$ cat src/rtl/sum_sched_pkg.sv
// Shared types and elaboration-time helpers for the shared-adder summation scheduler.
package sum_sched_pkg;

    typedef enum logic [1:0] {
        IDLE   = 2'd0,
        ACCUM  = 2'd1,
        REDUCE = 2'd2,
        DONE   = 2'd3
    } state_e;

    function automatic int unsigned clog2(input int unsigned x);
        int unsigned r;
        r = 0;
        while ((64'd1 << r) < 64'(x)) begin
            r++;
        end
        return r;
    endfunction

    function automatic int unsigned ceil_div(input int unsigned a, input int unsigned b);
        return (a + b - 1) / b;
    endfunction

    function automatic int unsigned max_u(input int unsigned a, input int unsigned b);
        return (a > b) ? a : b;
    endfunction

    // Result width: enough headroom that N operands of W bits can never overflow.
    function automatic int unsigned calc_ow(input int unsigned n, input int unsigned w);
        return w + clog2(n);
    endfunction

endpackage

$ cat src/rtl/sum_adder_pool.sv
// P lane accumulators, each with one OW-bit adder fed by a buffered operand or a partner lane.
module sum_adder_pool
    import sum_sched_pkg::*;
#(
    parameter int unsigned P  = 5,
    parameter int unsigned W  = 5,
    parameter int unsigned OW = 10,
    parameter int unsigned CW = 3
) (
    input  logic            clk_i,
    input  logic            rst_i,
    input  logic            clr_i,
    input  logic [P-1:0]    en_i,
    input  logic [P-1:0]    sel_partner_i,
    input  logic [P*W-1:0]  lane_op_i,
    input  logic [CW-1:0]   half_i,
    output logic [OW-1:0]   lane0_sum_o
);

    logic [OW-1:0] acc_q [P];
    logic [OW-1:0] acc_d [P];
    logic [OW-1:0] add_w [P];

    always_comb begin
        int unsigned   pidx;
        logic [OW-1:0] partner;
        logic [OW-1:0] addend;
        pidx    = 0;
        partner = '0;
        addend  = '0;
        for (int unsigned j = 0; j < P; j++) begin
            // Partner lane sits half_i lanes above; lanes past the pool see zero.
            pidx    = j + 32'(half_i);
            partner = '0;
            if (pidx < P) begin
                partner = acc_q[pidx];
            end
            addend   = sel_partner_i[j] ? partner : OW'(lane_op_i[j*W +: W]);
            add_w[j] = acc_q[j] + addend;
            if (clr_i) begin
                acc_d[j] = '0;
            end else if (en_i[j]) begin
                acc_d[j] = add_w[j];
            end else begin
                acc_d[j] = acc_q[j];
            end
        end
    end

    always_ff @(posedge clk_i) begin
        if (rst_i) begin
            for (int unsigned j = 0; j < P; j++) begin
                acc_q[j] <= '0;
            end
        end else begin
            for (int unsigned j = 0; j < P; j++) begin
                acc_q[j] <= acc_d[j];
            end
        end
    end

    assign lane0_sum_o = add_w[0];

endmodule

$ cat src/rtl/sum_sched_ctrl.sv
// Start/done sequencer: lane-accumulate N operands over ceil(N/P) cycles, then tree-reduce
// the P lanes in ceil(log2 P) cycles.
module sum_sched_ctrl
    import sum_sched_pkg::*;
#(
    parameter  int unsigned N  = 30,
    parameter  int unsigned W  = 5,
    parameter  int unsigned P  = 5,
    localparam int unsigned OW = calc_ow(N, W)
) (
    input  logic            clk,
    input  logic            rst,
    input  logic            start,
    input  logic [N*W-1:0]  nums,
    output logic            ready,
    output logic            busy,
    output logic            done,
    output logic [OW-1:0]   sum
);

    localparam int unsigned NSteps = ceil_div(N, P);
    localparam int unsigned CW     = clog2(max_u(NSteps, P) + 1);
    localparam int unsigned Pad    = NSteps * P;

    state_e         state_q, state_d;
    logic [N*W-1:0] nums_q;
    logic [CW-1:0]  step_q, step_d;
    logic [CW-1:0]  act_q, act_d;
    logic [OW-1:0]  sum_q, sum_d;

    logic           accept;
    logic           clr;
    logic [P-1:0]   en;
    logic [P-1:0]   sel_partner;
    logic [P*W-1:0] lane_op;
    logic [CW-1:0]  half;
    logic [OW-1:0]  lane0_sum;
    logic [W-1:0]   ops [Pad];

    // Pad the operand list to a whole number of lane rows so the last row indexes safely.
    for (genvar gi = 0; gi < Pad; gi++) begin : g_ops
        if (gi < N) begin : g_real
            assign ops[gi] = nums_q[gi*W +: W];
        end else begin : g_pad
            assign ops[gi] = '0;
        end
    end

    assign accept = ((state_q == IDLE) || (state_q == DONE)) && start;

    always_comb begin
        int unsigned idx;
        int unsigned a;
        int unsigned h;
        idx         = 0;
        a           = 0;
        h           = 0;
        state_d     = state_q;
        step_d      = step_q;
        act_d       = act_q;
        sum_d       = sum_q;
        clr         = 1'b0;
        en          = '0;
        sel_partner = '0;
        lane_op     = '0;
        half        = '0;
        unique case (state_q)
            IDLE, DONE: begin
                if (start) begin
                    clr     = 1'b1;
                    step_d  = '0;
                    state_d = ACCUM;
                end else begin
                    state_d = IDLE;
                end
            end
            ACCUM: begin
                for (int unsigned j = 0; j < P; j++) begin
                    idx = 32'(step_q) * P + j;
                    if (idx < N) begin
                        en[j]             = 1'b1;
                        lane_op[j*W +: W] = ops[idx];
                    end
                end
                if (32'(step_q) == NSteps - 1) begin
                    act_d   = CW'(P);
                    state_d = REDUCE;
                end else begin
                    step_d = step_q + CW'(1);
                end
            end
            REDUCE: begin
                a    = 32'(act_q);
                h    = (a + 1) / 2;
                half = CW'(h);
                for (int unsigned j = 0; j < P; j++) begin
                    if (j < a / 2) begin
                        en[j]          = 1'b1;
                        sel_partner[j] = 1'b1;
                    end
                end
                act_d = CW'(h);
                // Final pairing: lane 0's adder output is the complete sum.
                if (h == 1) begin
                    sum_d   = lane0_sum;
                    step_d  = '0;
                    state_d = DONE;
                end
            end
            default: state_d = IDLE;
        endcase
    end

    always_ff @(posedge clk) begin
        if (rst) begin
            state_q <= IDLE;
            nums_q  <= '0;
            step_q  <= '0;
            act_q   <= '0;
            sum_q   <= '0;
        end else begin
            state_q <= state_d;
            step_q  <= step_d;
            act_q   <= act_d;
            sum_q   <= sum_d;
            if (accept) begin
                nums_q <= nums;
            end
        end
    end

    sum_adder_pool #(
        .P  (P),
        .W  (W),
        .OW (OW),
        .CW (CW)
    ) u_pool (
        .clk_i         (clk),
        .rst_i         (rst),
        .clr_i         (clr),
        .en_i          (en),
        .sel_partner_i (sel_partner),
        .lane_op_i     (lane_op),
        .half_i        (half),
        .lane0_sum_o   (lane0_sum)
    );

    assign ready = (state_q == IDLE) || (state_q == DONE);
    assign busy  = (state_q == ACCUM) || (state_q == REDUCE);
    assign done  = (state_q == DONE);
    assign sum   = sum_q;

endmodule

$ cat config.mk
export PLATFORM = sky130hd
export DESIGN_NAME = sum_sched_ctrl
export DESIGN_NICKNAME = d
export VERILOG_FILES = /design/src/rtl/sum_sched_pkg.sv /design/src/rtl/sum_adder_pool.sv /design/src/rtl/sum_sched_ctrl.sv
export SDC_FILE = /design/constraint.sdc
export NUM_CORES = 1
export LEC_CHECK = 0
export ABC_AREA = 1
export CORE_MARGIN = 5
export CORE_UTILIZATION = 30
export CTS_CLUSTER_DIAMETER = 120
export DETAILED_ROUTE_END_ITERATION = 7
export PLACE_DENSITY = 0.56
export SETUP_SLACK_MARGIN = 0.2
export SYNTH_ARGS = -nofsm -noshare
export SYNTH_HDL_FRONTEND = slang
export SYNTH_SLANG_ARGS = --single-unit
$ cat constraint.sdc
create_clock -name clk -period 11.1 [get_ports clk]
set_input_delay 2.775 -clock clk [delete_from_list [all_inputs] [get_ports clk]]
set_output_delay 2.775 -clock clk [all_outputs]
set_load 0.05 [all_outputs]
## Word-level counts from Yosys, hierarchy flattened

Memory sizes are Yosys's and may differ from the RTL's.
Cells that the tools add are included.

| cells by class | value |
|---|---|
| $add $sub $neg | 15 |
| magnitude comparators | 20 |
| reduce and logical (&&, ||, !) cells | 10 |
| mux-type cells | 74 |
| bitwise gates (word level) | 10 |
| eq/ne operators | 9 |
| multiply operators | 1 |

Operator list:

| operator | number |
|---|---|
| two-way mux 10 bit | 25 |
| >= comparator 33 x 6 -> 1 bit (second input constant) | 5 |
| inverter 7 -> 33 bit | 4 |
| less-than comparator 32 x 3 -> 1 bit (second input constant) | 4 |
| binary-select mux 5 bit (select 5 bit) | 5 |
| two-way mux 5 bit | 16 |
| adder 10 bit | 5 |
| inverter 6 -> 33 bit | 1 |
| less-than comparator 7 x 5 -> 1 bit (second input constant) | 4 |
| two-way mux 25 bit | 1 |
| two-way mux 1 bit | 16 |
| two-way mux 3 bit | 5 |
| adder 6 x 2 -> 7 bit (second input constant) | 2 |
| one-hot mux 5 bit (2 select lines) | 1 |
| one-hot mux 3 bit (3 select lines) | 1 |
| adder 2 x 3 -> 4 bit (first input constant) | 2 |
| != test 2 bit (second input constant) | 4 |
| adder 6 x 1 -> 7 bit (second input constant) | 1 |
| adder 6 x 3 -> 7 bit (second input constant) | 1 |
| less-than comparator 6 x 5 -> 1 bit (second input constant) | 1 |
| multiplier 3 x 3 -> 6 bit (second input constant) | 1 |
| one-hot mux 2 bit (3 select lines) | 1 |
| one-hot mux 3 bit (2 select lines) | 1 |
| AND reduction 2 bit | 3 |
| 20 further kinds | 29 |

| word-level totals | value |
|---|---|
| output and inout port bits | 13 |
| memories | 1 |
| memory bits (writable) | 50 |
| bits of input ports | 153 |
| bits in registers | 168 |

Memories:

| memory | depth | bits a word | rd ports | clocked after memory_dff | wr ports | line | source |
|---|---|---|---|---|---|---|---|
| u_pool.acc_q | 5 | 10 | 10 | 0 | 5 | sum_adder_pool.sv:20 | `logic [OW-1:0] acc_q [P];` |

## Depth between registers and ports, before layout

| depth | value |
|---|---|
| depth in word-level cells | 13 |
| mapped depth | 25 |
| gate-level depth less buffers | 23 |

## Cells and area by module

From an unflattened synthesis, not the netlist that was laid out.

| second synthesis, totals | value |
|---|---|
| cells, all modules | 3184 |
| area total of the unflattened synthesis | 18136.1 um2 |

By module, submodules not included:

| module | cells an instance | area an instance (um2) | times used |
|---|---|---|---|
| sum_sched_ctrl | 2165 | 12100.4 | 1 |
| sum_adder_pool | 1019 | 6035.8 | 1 |

## Least setup slack after synthesis

No wires, ideal clock.

| timing | value |
|---|---|
| path kind | reg2out |
| start | register state_q[0] |
| end | output busy |
| arrival time | 1409 ps |
| slack | 6916 ps |
| stages on the path, launching flop included | 4 |
| cell sequence | dfxtp_1 > inv_1 > ha_1 > inv_1 |

| between the ends | value |
|---|---|
| longest elaborated chain between the ends | 2 |
| elaborated cells between the ends (all ways) | 3 |
| classes of those cells | 2 x eq/ne; 1 x reduce/logical |

RTL lines:

| item | line | source |
|---|---|---|
| start: declaration | sum_sched_ctrl.sv:25 | `state_e state_q, state_d;` |
| start signal: assignment | sum_sched_ctrl.sv:122 | `state_q <= state_d;` |
| equality test 2 x 1 -> 1 bit / equality test 2 bit (equally long branches) | sum_sched_ctrl.sv:149 | `assign busy = (state_q == ACCUM) \|\| (state_q == REDUCE);` |
| logical OR 1 bit (*) | sum_sched_ctrl.sv:149 |  |
| end: declaration | sum_sched_ctrl.sv:16 | `output logic busy,` |

Mark *: on every way between the ends. The rest lies on a longest branch, timed or not.

==> flow_metrics.env <==
export IMPL_status="finished clean"
export IMPL_die_area_um2=56800
export IMPL_grt_overflow=0
export IMPL_dp_cells=3266
export IMPL_drive_above_1_share=0.0406
export IMPL_critPathLaunchType="flip-flop"
export IMPL_cap_viol_max_count=0
export IMPL_synthCells=2565
export IMPL_clk_pin_slew_worst_paths_ns=0.06
export IMPL_p_per_area_nw_per_um2=233
export IMPL_path_cells="clkinv_2 > ha_2 > buf_4 > inv_2 > buf_4 > nand2_1 > nand3_1 > o211ai_1 > o211ai_1 > nand3_1 > o21ai_0 > ha_1 > fa_1 > nand3_1 > nand2_1 > nand2_1 > o311ai_0 > xor2_1 > o21bai_1 > inv_1"
export IMPL_period_share=0.545
export IMPL_synth_ff_type="dfxtp_1"
export IMPL_synth_edf_count=0
export IMPL_fin_area_um2=18500
export IMPL_finalSetupViolCount=0
export IMPL_die_height_um=238
export IMPL_clk_root_buffer_cell="clkbuf_16"
export IMPL_timing_final_crit_period_ns=6.04
export IMPL_path_class="flip-flop to flip-flop"
export IMPL_first_pass_iters=8
export IMPL_cts_buffers=26
export IMPL_cts_sinks=218
export IMPL_synthesis_nets=2773
export IMPL_ant_nets=0
export IMPL_endpoint_kind="flip-flop"
export IMPL_tns_ns=0
export IMPL_place_gp_congestion=1.02
export IMPL_path_max_fanout=77
export IMPL_p_leak_nw=7.58
export IMPL_grtUsageTotal=0.206
export IMPL_clock_latency_ns=0.58
export IMPL_ios=166
export IMPL_die_w_um=238
export IMPL_grt_pass1_vias=16200
export IMPL_cts_htree_levels=1
export IMPL_drtIter0Drc=1474
export IMPL_viasPerCell=5.24
export IMPL_grt_max_degree=112
export IMPL_slew_headroom=0.335
export IMPL_diodes=0
export IMPL_nNetsFinal=2822
export IMPL_wl_per_cell_um=18.4
export IMPL_area_growth_pct=18.4
export IMPL_port_buffers=165
export IMPL_fillers=5683
export IMPL_core_region_area_um2=51500
export IMPL_tightest_slew_ns=0.994
export IMPL_max_stage_delay_ns=0.75
export IMPL_final_util=0.359
export IMPL_min_path_type="flip-flop to flip-flop"
export IMPL_yosys_warnings=0
export IMPL_fin_skew_ns=0.0286
export IMPL_wirelength_um=61100
export IMPL_fin_cells=3313
export IMPL_power_mw=4.31
export IMPL_ctsHoldBuffers=0
export IMPL_grt_pass1_wl_um=93700
export IMPL_antenna_found_initial=1
export IMPL_crit_slowest_cell="clkinv_2"
export IMPL_start_util=0.304
export IMPL_ff2ff_setup_slack_ns=5.06
export IMPL_slew_viol_final=0
export IMPL_clock_path_buffers=3
export IMPL_postSynthAreaPerCell_um2=6.10
export IMPL_max_freq_mhz=165
export IMPL_arrival_ns=6.50
export IMPL_cts_tree="built"
export IMPL_ys_seq_area_frac=0.279
export IMPL_drcViolationCount=0
export IMPL_synth_seq_cells=218
export IMPL_rsz0062_at_grt="false"
export IMPL_postCtsSetupBuffers=0
export IMPL_postPlaceCellArea_um2=17600
export IMPL_route_vias_total=17400
export IMPL_rows=83
export IMPL_hold_viol_final=0
export IMPL_synthArstFlopShare=0
export IMPL_cts_resized=0
export IMPL_syn_cell_area_um2=15600
export IMPL_dp_hpwl_um=47100
export IMPL_ys_types=49
export IMPL_ir_drop_v=0.000109
export IMPL_cp_required_ns=11.55
[power by group]
| part | switching (mW) | total, mW | internal (mW) |
|---|---|---|---|
| registers | 0.166 | 1.16 | 0.996 |
| logic | 1.57 | 2.24 | 0.672 |
| clock network | 0.370 | 0.904 | 0.535 |
[metal layers]
metal | routed length [um] | share of wire | track usage
met1 | 26000 | 0.43 | 0.262
met2 | 29500 | 0.48 | 0.360
met3 | 3080 | 0.050 | 0.0232
met4 | 2490 | 0.041 | 0.0723
met5 | 0 | 0 | 0
[worst paths after layout]
check / from / end / cells after the start
worst max-delay path: step_q[0] / u_pool.acc_q[1][8] / 20
worst min-delay path: u_pool.acc_q[3][9] / u_pool.acc_q[3][9] / 2
worst max register to register: step_q[0] / u_pool.acc_q[1][8] / 20
worst min register to register: u_pool.acc_q[3][9] / u_pool.acc_q[3][9] / 2
[layout make-up]
class / count / area (um2) / area share
Inverter: 204 / 769 / 0.0416
Timing Repair Buffer: 186 / 1810 / 0.0977
Clock buffer: 33 / 728 / 0.0393
Multi-Input combinational cell: 1978 / 9820 / 0.531
Clock inverter: 14 / 161 / 0.00872
Sequential cell: 218 / 4370 / 0.236
Tap cell: 680 / 851 / 0.0460
[metrics by stage]
| step | hold WS (ns) | setup WS [ns] |
|---|---|---|
| floorplan | 0.439 | 6.92 |
| global placement | 0.450 | 5.34 |
| detailed placement | 0.459 | 5.22 |
| CTS | 0.468 | 5.20 |
| global route | 0.496 | 4.68 |
| finish | 0.466 | 5.06 |
[cells by family (layout without fill, tap and decap cells)]
logic type,Yosys count,in the layout,synth area share
adder cells (fa/ha/maj),55,55,0.0464
buffers and inverters,369,437,0.0932
AND/OR/NAND/NOR,1101,1101,0.288
XOR/XNOR,27,27,0.0156
AO/OA/AOI/OAI,782,782,0.269
flip-flops,218,218,0.279
multiplexers,13,13,0.00832
[Yosys cell counts (all sizes together), types with 7 or more instances]
cell type | count | area, um2
nand2 | 587 | 2230
dfxtp | 218 | 4360
ha | 50 | 626
a211oi | 8 | 60.1
a31oi | 11 | 68.8
nor2 | 292 | 1120
clkinv | 7 | 27.5
mux2i | 13 | 130
xor2 | 16 | 148
or2 | 12 | 75.1
o21ai | 480 | 2410
inv | 197 | 739
clkbuf | 110 | 413
buf | 55 | 277
xnor2 | 11 | 96.3
o211ai | 62 | 465
nand3 | 197 | 1000
a21oi | 184 | 921
[cell usage in the layout, fill, tap and decap left out, drive strengths merged, types with 21 or more instances in the layout]
cell type	n
dfxtp	218
nand3	197
nor2	292
inv	198
clkdlybuf4s50	165
nand2	587
buf	21
o21ai	480
clkbuf	33
ha	50
a21oi	184
o211ai	62
[critical path: cells and delay by family (launching register included)]
kind	cells	cell delay, ns
compound gates	5	0.81
xor+xnor	1	0.18
fa+ha+maj	3	1.34
buf+inv	5	2.07
flops	1	0.66
simple gates	6	0.78
[sequential cells by signal, summed over array words and instances, names as in the netlist]
| register | cells |
|---|---|
| act_q | 3 |
| nums_q | 150 |
| state_q | 2 |
| step_q | 3 |
| sum | 10 |
| u_pool.acc_q | 50 |
(Power assumes the default switching activity.)
